[src/rtl/mbt_pixel_engine_if.sv]
// Bus between the pixel-sweep controller and the Mandelbrot engine.
// MBT_PACK4_EN widens fb_data to four packed escape counts.
interface mbt_pixel_engine_if #(
    parameter int unsigned ADDR_W = 19,
    parameter int unsigned ITER_W = 8
);
`ifdef MBT_PACK4_EN
    localparam int unsigned DATA_W = 4 * ITER_W;
`else
    localparam int unsigned DATA_W = ITER_W;
`endif

    logic              start;
    logic [15:0]       i_x;
    logic [15:0]       i_y;
    logic              mbt_response;
    logic              busy;
    logic              fb_we;
    logic [ADDR_W-1:0] fb_addr;
    logic [DATA_W-1:0] fb_data;
    logic [2:0]        DBG_state;

    modport master (
        output start, i_x, i_y,
        input  mbt_response, busy, fb_we, fb_addr, fb_data, DBG_state
    );

    modport slave (
        input  start, i_x, i_y,
        output mbt_response, busy, fb_we, fb_addr, fb_data, DBG_state
    );
endinterface

[src/rtl/mbt_pixel_engine.sv]
// Fixed-point Q4.12 Mandelbrot escape-count engine for groups of 4 pixels.
// Optional MBT_PACK4_EN: one packed frame-buffer write per group instead of four.
module mbt_pixel_engine #(
    parameter int unsigned FB_W     = 800,
    parameter int unsigned ITER_W   = 8,
    parameter int unsigned MAX_ITER = 255,
    parameter int unsigned ADDR_W   = 19,
    parameter int          X_MIN    = -10240,
    parameter int          X_STEP   = 18,
    parameter int          Y_MIN    = -5120,
    parameter int          Y_STEP   = 17
) (
    input  logic                clk,
    input  logic                rst,
    input  logic                soft_rst,
    mbt_pixel_engine_if.slave   bus
);
`ifdef MBT_PACK4_EN
    localparam int unsigned DATA_W = 4 * ITER_W;
`else
    localparam int unsigned DATA_W = ITER_W;
`endif

    typedef enum logic [2:0] {
        IDLE  = 3'd0,
        SETUP = 3'd1,
        ITER  = 3'd2,
        WRITE = 3'd3,
        DONE  = 3'd4
    } state_t;

    localparam logic signed [32:0] ESC_LIM  = 33'sd67108864;
    localparam logic [ITER_W-1:0]  ITER_CAP = ITER_W'(MAX_ITER);

    state_t             state;
    logic [15:0]        x_q;
    logic [15:0]        y_q;
    logic [1:0]         lane;
    logic [ITER_W-1:0]  iter;
    logic signed [15:0] c_re;
    logic signed [15:0] c_im;
    logic signed [15:0] zr;
    logic signed [15:0] zi;

    logic              resp_q;
    logic              busy_q;
    logic              we_q;
    logic [ADDR_W-1:0] addr_q;
    logic [DATA_W-1:0] data_q;
`ifdef MBT_PACK4_EN
    logic [3*ITER_W-1:0] pack_q;
`endif

    // Datapath: pixel constants, squared terms, escape test and next z
    logic signed [15:0] c_re_n;
    logic signed [15:0] c_im_n;
    logic signed [31:0] zr2;
    logic signed [31:0] zi2;
    logic signed [31:0] zrzi;
    logic signed [32:0] mag;
    logic               escaped;
    logic signed [15:0] zr_n;
    logic signed [15:0] zi_n;
    logic               stop_iter;

    assign c_re_n    = 16'(X_MIN + $signed(32'(x_q) + 32'(lane)) * X_STEP);
    assign c_im_n    = 16'(Y_MIN + $signed(32'(y_q)) * Y_STEP);
    assign zr2       = 32'(zr) * 32'(zr);
    assign zi2       = 32'(zi) * 32'(zi);
    assign zrzi      = 32'(zr) * 32'(zi);
    assign mag       = 33'(zr2) + 33'(zi2);
    assign escaped   = mag > ESC_LIM;
    // 2*zrzi then [27:12] is the same bit window as zrzi[26:11]
    assign zr_n      = 16'((zr2 - zi2) >>> 12) + c_re;
    assign zi_n      = 16'(zrzi >>> 11) + c_im;
    assign stop_iter = escaped || (iter == ITER_CAP);

    always_ff @(posedge clk) begin
        if (rst || soft_rst) begin
            state  <= IDLE;
            x_q    <= '0;
            y_q    <= '0;
            lane   <= '0;
            iter   <= '0;
            c_re   <= '0;
            c_im   <= '0;
            zr     <= '0;
            zi     <= '0;
            resp_q <= 1'b0;
            busy_q <= 1'b0;
            we_q   <= 1'b0;
            addr_q <= '0;
            data_q <= '0;
`ifdef MBT_PACK4_EN
            pack_q <= '0;
`endif
        end else begin
            resp_q <= 1'b0;
            we_q   <= 1'b0;
            case (state)
                IDLE: begin
                    if (bus.start) begin
                        x_q    <= bus.i_x;
                        y_q    <= bus.i_y;
                        lane   <= 2'd0;
                        busy_q <= 1'b1;
                        state  <= SETUP;
                    end
                end
                SETUP: begin
                    c_re  <= c_re_n;
                    c_im  <= c_im_n;
                    zr    <= '0;
                    zi    <= '0;
                    iter  <= '0;
                    state <= ITER;
                end
                ITER: begin
                    if (stop_iter) begin
                        state <= WRITE;
`ifdef MBT_PACK4_EN
                        if (lane == 2'd3) begin
                            we_q   <= 1'b1;
                            addr_q <= ADDR_W'((32'(y_q) * FB_W + 32'(x_q)) >> 2);
                            data_q <= {iter, pack_q};
                        end else begin
                            pack_q[32'(lane) * ITER_W +: ITER_W] <= iter;
                        end
`else
                        we_q   <= 1'b1;
                        addr_q <= ADDR_W'(32'(y_q) * FB_W + 32'(x_q) + 32'(lane));
                        data_q <= iter;
`endif
                    end else begin
                        zr   <= zr_n;
                        zi   <= zi_n;
                        iter <= iter + ITER_W'(1);
                    end
                end
                WRITE: begin
                    if (lane == 2'd3) begin
                        resp_q <= 1'b1;
                        state  <= DONE;
                    end else begin
                        lane  <= lane + 2'd1;
                        state <= SETUP;
                    end
                end
                DONE: begin
                    busy_q <= 1'b0;
                    state  <= IDLE;
                end
                default: begin
                    busy_q <= 1'b0;
                    state  <= IDLE;
                end
            endcase
        end
    end

    assign bus.mbt_response = resp_q;
    assign bus.busy         = busy_q;
    assign bus.fb_we        = we_q;
    assign bus.fb_addr      = addr_q;
    assign bus.fb_data      = data_q;
    assign bus.DBG_state    = state;
endmodule

[src/flat_wrapper.sv]
// flat-port wrapper written by rule: the top's interface ports become plain ports
module mbt_pixel_engine_flat 
#(
    parameter int unsigned FB_W     = 800,
    parameter int unsigned ITER_W   = 8,
    parameter int unsigned MAX_ITER = 255,
    parameter int unsigned ADDR_W   = 19,
    parameter int          X_MIN    = -10240,
    parameter int          X_STEP   = 18,
    parameter int          Y_MIN    = -5120,
    parameter int          Y_STEP   = 17
)
  (clk, rst, soft_rst, bus_start, bus_i_x, bus_i_y, bus_mbt_response, bus_busy, bus_fb_we, bus_fb_addr, bus_fb_data, bus_DBG_state);
  mbt_pixel_engine_if #(.ADDR_W(ADDR_W), .ITER_W(ITER_W)) bus_i ();
  input  logic clk;
  input  logic rst;
  input  logic soft_rst;
  input wire logic [$bits(bus_i.start)-1:0] bus_start;
  input wire logic [$bits(bus_i.i_x)-1:0] bus_i_x;
  input wire logic [$bits(bus_i.i_y)-1:0] bus_i_y;
  output wire logic [$bits(bus_i.mbt_response)-1:0] bus_mbt_response;
  output wire logic [$bits(bus_i.busy)-1:0] bus_busy;
  output wire logic [$bits(bus_i.fb_we)-1:0] bus_fb_we;
  output wire logic [$bits(bus_i.fb_addr)-1:0] bus_fb_addr;
  output wire logic [$bits(bus_i.fb_data)-1:0] bus_fb_data;
  output wire logic [$bits(bus_i.DBG_state)-1:0] bus_DBG_state;
  assign bus_i.start = bus_start;
  assign bus_i.i_x = bus_i_x;
  assign bus_i.i_y = bus_i_y;
  assign bus_mbt_response = bus_i.mbt_response;
  assign bus_busy = bus_i.busy;
  assign bus_fb_we = bus_i.fb_we;
  assign bus_fb_addr = bus_i.fb_addr;
  assign bus_fb_data = bus_i.fb_data;
  assign bus_DBG_state = bus_i.DBG_state;
  mbt_pixel_engine #(.FB_W(FB_W), .ITER_W(ITER_W), .MAX_ITER(MAX_ITER), .ADDR_W(ADDR_W), .X_MIN(X_MIN), .X_STEP(X_STEP), .Y_MIN(Y_MIN), .Y_STEP(Y_STEP)) u_core (.clk(clk), .rst(rst), .soft_rst(soft_rst), .bus(bus_i));
endmodule
[config.mk]
export PLATFORM = sky130hd
export DESIGN_NAME = mbt_pixel_engine_flat
export DESIGN_NICKNAME = d
export VERILOG_FILES = /design/src/rtl/mbt_pixel_engine_if.sv /design/src/rtl/mbt_pixel_engine.sv /design/src/flat_wrapper.sv
export SDC_FILE = /design/constraint.sdc
export NUM_CORES = 2
export LEC_CHECK = 0
export ABC_AREA = 1
export CAP_MARGIN = 20
export CORE_ASPECT_RATIO = 0.6
export CORE_UTILIZATION = 60
export CTS_CLUSTER_DIAMETER = 30
export CTS_CLUSTER_SIZE = 30
export DETAILED_ROUTE_END_ITERATION = 8
export MAX_ROUTING_LAYER = met4
export PLACE_DENSITY = 0.8
export SLEW_MARGIN = 25
export SYNTH_ARGS = -nofsm -noshare
export SYNTH_HDL_FRONTEND = slang
export SYNTH_SLANG_ARGS = --single-unit
[constraint.sdc]
create_clock -name clk -period 8.9 [get_ports clk]
set_input_delay 0.89 -clock clk [delete_from_list [all_inputs] [get_ports clk]]
set_output_delay 0.89 -clock clk [all_outputs]
set_load 0.01 [all_outputs]
==> summary.md <==
| Metric | Value |
|---|---|
| HPWL after detailed placement | 98500 um |
| Peak Freq | 114 MHz |
| Slowest-stage cell, CP | sky130_fd_sc_hd__fa_1 |
| Weighted congestion at the end of routability-driven global placement | 1.06 |
| Clock Latency Late Sink | 450 ps |
| Number of global-route vias before repair | 33500 |
| Maximum number of pins on one net before global-route repair | 76 |
| Net count, final | 6583 |
| Die footprint | 66900 um2 |
| Quantity of I/O buffers inserted on ports | 68 |
| H-tree depth reported by CTS | 4 |
| Max-cap viol count | 0 |
| Post-synthesis to final-layout area growth | 11.9% |
| Part of the power in registers | 31.8% |
| Launch point of the worst reg-to-reg path | u_core.zi[2] |
| Maximum buffer depth of the clock tree | 2 |
| Die Y-Extent | 201 um |
| Post-placement setup slack | -132 ps |
| Avg Vias per Cell | 5.40 |
| Total power after layout | 2.02 mW |
| Combinational power share | 28.4% |
| Number of DRC markers in iteration 0 | 3677 |
| Share of the yosys chip area belonging to registers | 6.99% |
| CTS tree | done |
| Transition time at the pin with the least slew margin | 984 ps |
| Final clock period utilization by the worst path | 98.9% |
| Global route overflow | 0 |
| Ys async rst share | 0% |
| Switching power as a share of total power | 33.6% |
| Placed Cells incl. Taps | 6236 |
| Syn Inst Count | 5204 |
| Number of core rows | 72 |
| Internal | 1.34 mW |
| CP startpoint kind | register |
| # IOs | 69 |
| Finished Layout Cells | 6275 |
| Average wire per cell in the routed design | 18.4 um |
| Hold WS | 471 ps |
| Total power per unit cell area | 45.7 nW/um2 |
| Worst setup path class | reg2reg |
| Max-Slew Margin vs Limit | 34.1% |
| Crit path max fanout | 17 |
| Critical Path AT | 9200 ps |
| Hold Path Class | reg2reg |
| Maximum single-stage delay on the critical path | 580 ps |
| DRC violations left | 0 |
| Hold buffers post-CTS | 0 |
| Result of the run | completed |
| First-pass GRT wire length | 184000 um |
| CTS clk-pin slew, worst paths | 70 ps |
| Syn Std Cell Area | 39500 um2 |
| Finish-stage setup viols | 0 |
| Worst endpoint required time | 9300 ps |
| Setup repair after global routing missed its margin | true |
| Post-layout worst setup margin | 101 ps |
| Synthesis warning total | 0 |
| Clk network pwr share | 39.8% |
| Fin. max-slew vios | 0 |
| Root buffer cell | sky130_fd_sc_hd__clkbuf_16 |
| Highest ir drop seen on vdd | 0.0000998 V |
| Total clock sinks | 138 |
| Static Leakage | 24.6 nW |
| Initial DRT Pass Iterations | 8 |
| Reg-to-reg setup timing slack | 100 ps |
| Critical path capture point type | register |
| Count of unique library cells instantiated by Yosys | 48 |
| Vias post-DR | 33900 |
| Floorplan Core Area | 64800 um2 |
| Die Span X | 333 um |
| Sw power | 0.679 mW |
| Final hold violation count | 0 |
| Start point of the critical path | u_core.zi[2] |
| Mean post-synth cell area | 7.60 um2 |
| Post-detailed-routing wire length | 115000 um |
| Fraction of layout instances using a drive strength above 1 | 8.63% |
| Ys flop type | sky130_fd_sc_hd__dfxtp_1 |
| Aggregate negative setup slack | 0 ps |
| Diode insertion count for antenna repair | 0 |
| Hold path startpoint | u_core.c_re[1] |
| ANT nets after route | 0 |
| EDFF count, synth | 0 |
| Total routing usage reported by global routing | 36.4% |
| Register bit count reported by yosys | 138 |
| Antenna violations before repair | 2 |
| Maximum clock skew at final layout | 13.7 ps |
| Number of clock buffers inserted by TritonCTS | 17 |
| Final min period | 8800 ps |
| Net Count, Synth | 6375 |
| Starting utilization of the core area | 61.0% |
[critical path, delay by kind of cell (launching register included)]
| family | cells | cell delay (ps) |
|---|---|---|
| AOI/OAI and AO/OA | 8 | 1390 |
| adders and majority gates | 8 | 3860 |
| DFF | 1 | 340 |
| xor gates and xnor gates | 1 | 320 |
| and+or+nand+nor | 12 | 1230 |
| buffers and inverters | 14 | 1570 |
[power by group through the flow]
| stage | clock [mW] | combinational [mW] | sequential (mW) |
|---|---|---|---|
| 2_1_floorplan | 0 | 0.316 | 0.652 |
| 3_3_place_gp | 0 | 0.525 | 0.658 |
| 3_5_place_dp | 0 | 0.532 | 0.658 |
| 4_1_cts | 0.802 | 0.537 | 0.644 |
| 5_1_grt | 0.833 | 0.621 | 0.644 |
| 6_report | 0.804 | 0.574 | 0.643 |
[area by class of cell]
type | count | area, um2
multi-input cells | 3403 | 31000
fillers | 5259 | 20500
inverters | 1493 | 5610
repair buffers | 359 | 3120
flip-flops and latches | 138 | 2810
well taps | 851 | 1060
clock buffers | 19 | 453
clock inverters | 12 | 185
[metal layers]
metal / global-route usage (%) / wire, um / up-vias
li1: - / - / 15700
met1: 55.5 / 51500 / 16300
met2: 48.0 / 45700 / 1742
met3: 9.66 / 16000 / 167
met4: 6.95 / 2200 / 0
met5: - / 0 / -
[cell families (layout without fill, tap and decap cells)]
group	after synthesis	count (layout)	synth area share [%]
AOI/OAI and AO/OA	499	499	6.99
xor gates and xnor gates	224	224	4.96
adders and majority gates	1135	1135	49.4
buffers and inverters	1663	1883	15.9
DFF	138	138	6.99
and+or+nand+nor	1545	1545	15.7
[worst paths after layout]
check / cells after the start / end
hold / removal: 2 / u_core.c_re[1]
setup reg to reg: 43 / u_core.zi[12]
hold reg to reg: 2 / u_core.c_re[1]
setup / recovery: 43 / u_core.zi[12]
[repair_timing]
| item | 4_1_cts | 5_1_grt |
|---|---|---|
| cloned | 0 | 1 |
| pin swaps | 0 | 21 |
| buffers inserted | 0 | 7 |
| resized for setup | 11 | 150 |
| setup endpoints to repair | 32 | 68 |
[layout by cell type (no fill, tap or decap), types with 6 or more instances in the layout]
| cell | count |
|---|---|
| sky130_fd_sc_hd__dfxtp_1 | 113 |
| sky130_fd_sc_hd__nand2_1 | 1059 |
| sky130_fd_sc_hd__o21a_1 | 6 |
| sky130_fd_sc_hd__a31oi_1 | 11 |
| sky130_fd_sc_hd__nand3_1 | 143 |
| sky130_fd_sc_hd__a21oi_2 | 18 |
| sky130_fd_sc_hd__fa_1 | 707 |
| sky130_fd_sc_hd__clkdlybuf4s50_1 | 68 |
| sky130_fd_sc_hd__nor2_2 | 7 |
| sky130_fd_sc_hd__o211ai_1 | 7 |
| sky130_fd_sc_hd__nor3_1 | 21 |
| sky130_fd_sc_hd__buf_4 | 264 |
| sky130_fd_sc_hd__o21ai_0 | 107 |
| sky130_fd_sc_hd__dfxtp_4 | 6 |
| sky130_fd_sc_hd__clkbuf_16 | 18 |
| sky130_fd_sc_hd__dfxtp_2 | 19 |
| sky130_fd_sc_hd__a211oi_1 | 6 |
| sky130_fd_sc_hd__o21ai_1 | 18 |
| sky130_fd_sc_hd__o21bai_1 | 19 |
| sky130_fd_sc_hd__nand3b_1 | 7 |
| sky130_fd_sc_hd__o221ai_1 | 7 |
| sky130_fd_sc_hd__nor2_1 | 238 |
| sky130_fd_sc_hd__inv_1 | 1480 |
| sky130_fd_sc_hd__xor2_1 | 129 |
| sky130_fd_sc_hd__buf_12 | 15 |
| sky130_fd_sc_hd__ha_1 | 409 |
| sky130_fd_sc_hd__nand4_1 | 29 |
| sky130_fd_sc_hd__buf_6 | 9 |
| sky130_fd_sc_hd__a21oi_1 | 255 |
| sky130_fd_sc_hd__or2_2 | 9 |
| sky130_fd_sc_hd__xnor2_1 | 72 |
| sky130_fd_sc_hd__and2_1 | 8 |
| sky130_fd_sc_hd__xor2_2 | 17 |
| sky130_fd_sc_hd__a21o_1 | 10 |
| sky130_fd_sc_hd__ha_2 | 11 |
| sky130_fd_sc_hd__inv_2 | 10 |
[synth_stat cells (19+ instances only)]
cell type	n	share of area, %
sky130_fd_sc_hd__inv_1	1485	14
sky130_fd_sc_hd__nand2_1	1061	10
sky130_fd_sc_hd__fa_1	710	36
sky130_fd_sc_hd__ha_1	425	13
sky130_fd_sc_hd__a21oi_1	273	3.5
sky130_fd_sc_hd__nor2_1	241	2.3
sky130_fd_sc_hd__xor2_1	148	3.3
sky130_fd_sc_hd__nand3_1	145	1.8
sky130_fd_sc_hd__dfxtp_1	138	7.0
sky130_fd_sc_hd__clkbuf_1	134	1.3
sky130_fd_sc_hd__o21ai_0	119	1.5
sky130_fd_sc_hd__xnor2_1	76	1.7
sky130_fd_sc_hd__nand4_1	29	0.46
sky130_fd_sc_hd__nor3_1	25	0.32
sky130_fd_sc_hd__o21bai_1	19	0.36
[sequential cells by signal, indices dropped and copies added (netlist names)]
register / cells
u_core.c_im: 16
u_core.c_re: 15
u_core.x_q: 16
u_core.bus.fb_addr: 19
u_core.iter: 8
u_core.y_q: 16
u_core.bus.busy: 1
u_core.bus.mbt_response: 1
u_core.zr: 16
u_core.lane: 2
u_core.zi: 16
u_core.bus.DBG_state: 3
u_core.bus.fb_data: 8
u_core.bus.fb_we: 1
[per-stage QoR]
step / utilization, % / area [um2]
global placement: 66.2 / 42900
CTS: 67.3 / 43600
global route: 68.3 / 44200
finish: 68.3 / 44200
detailed placement: 66.2 / 42900
floorplan: - / 39500
Note: power is estimated with default switching activity, not from simulation.
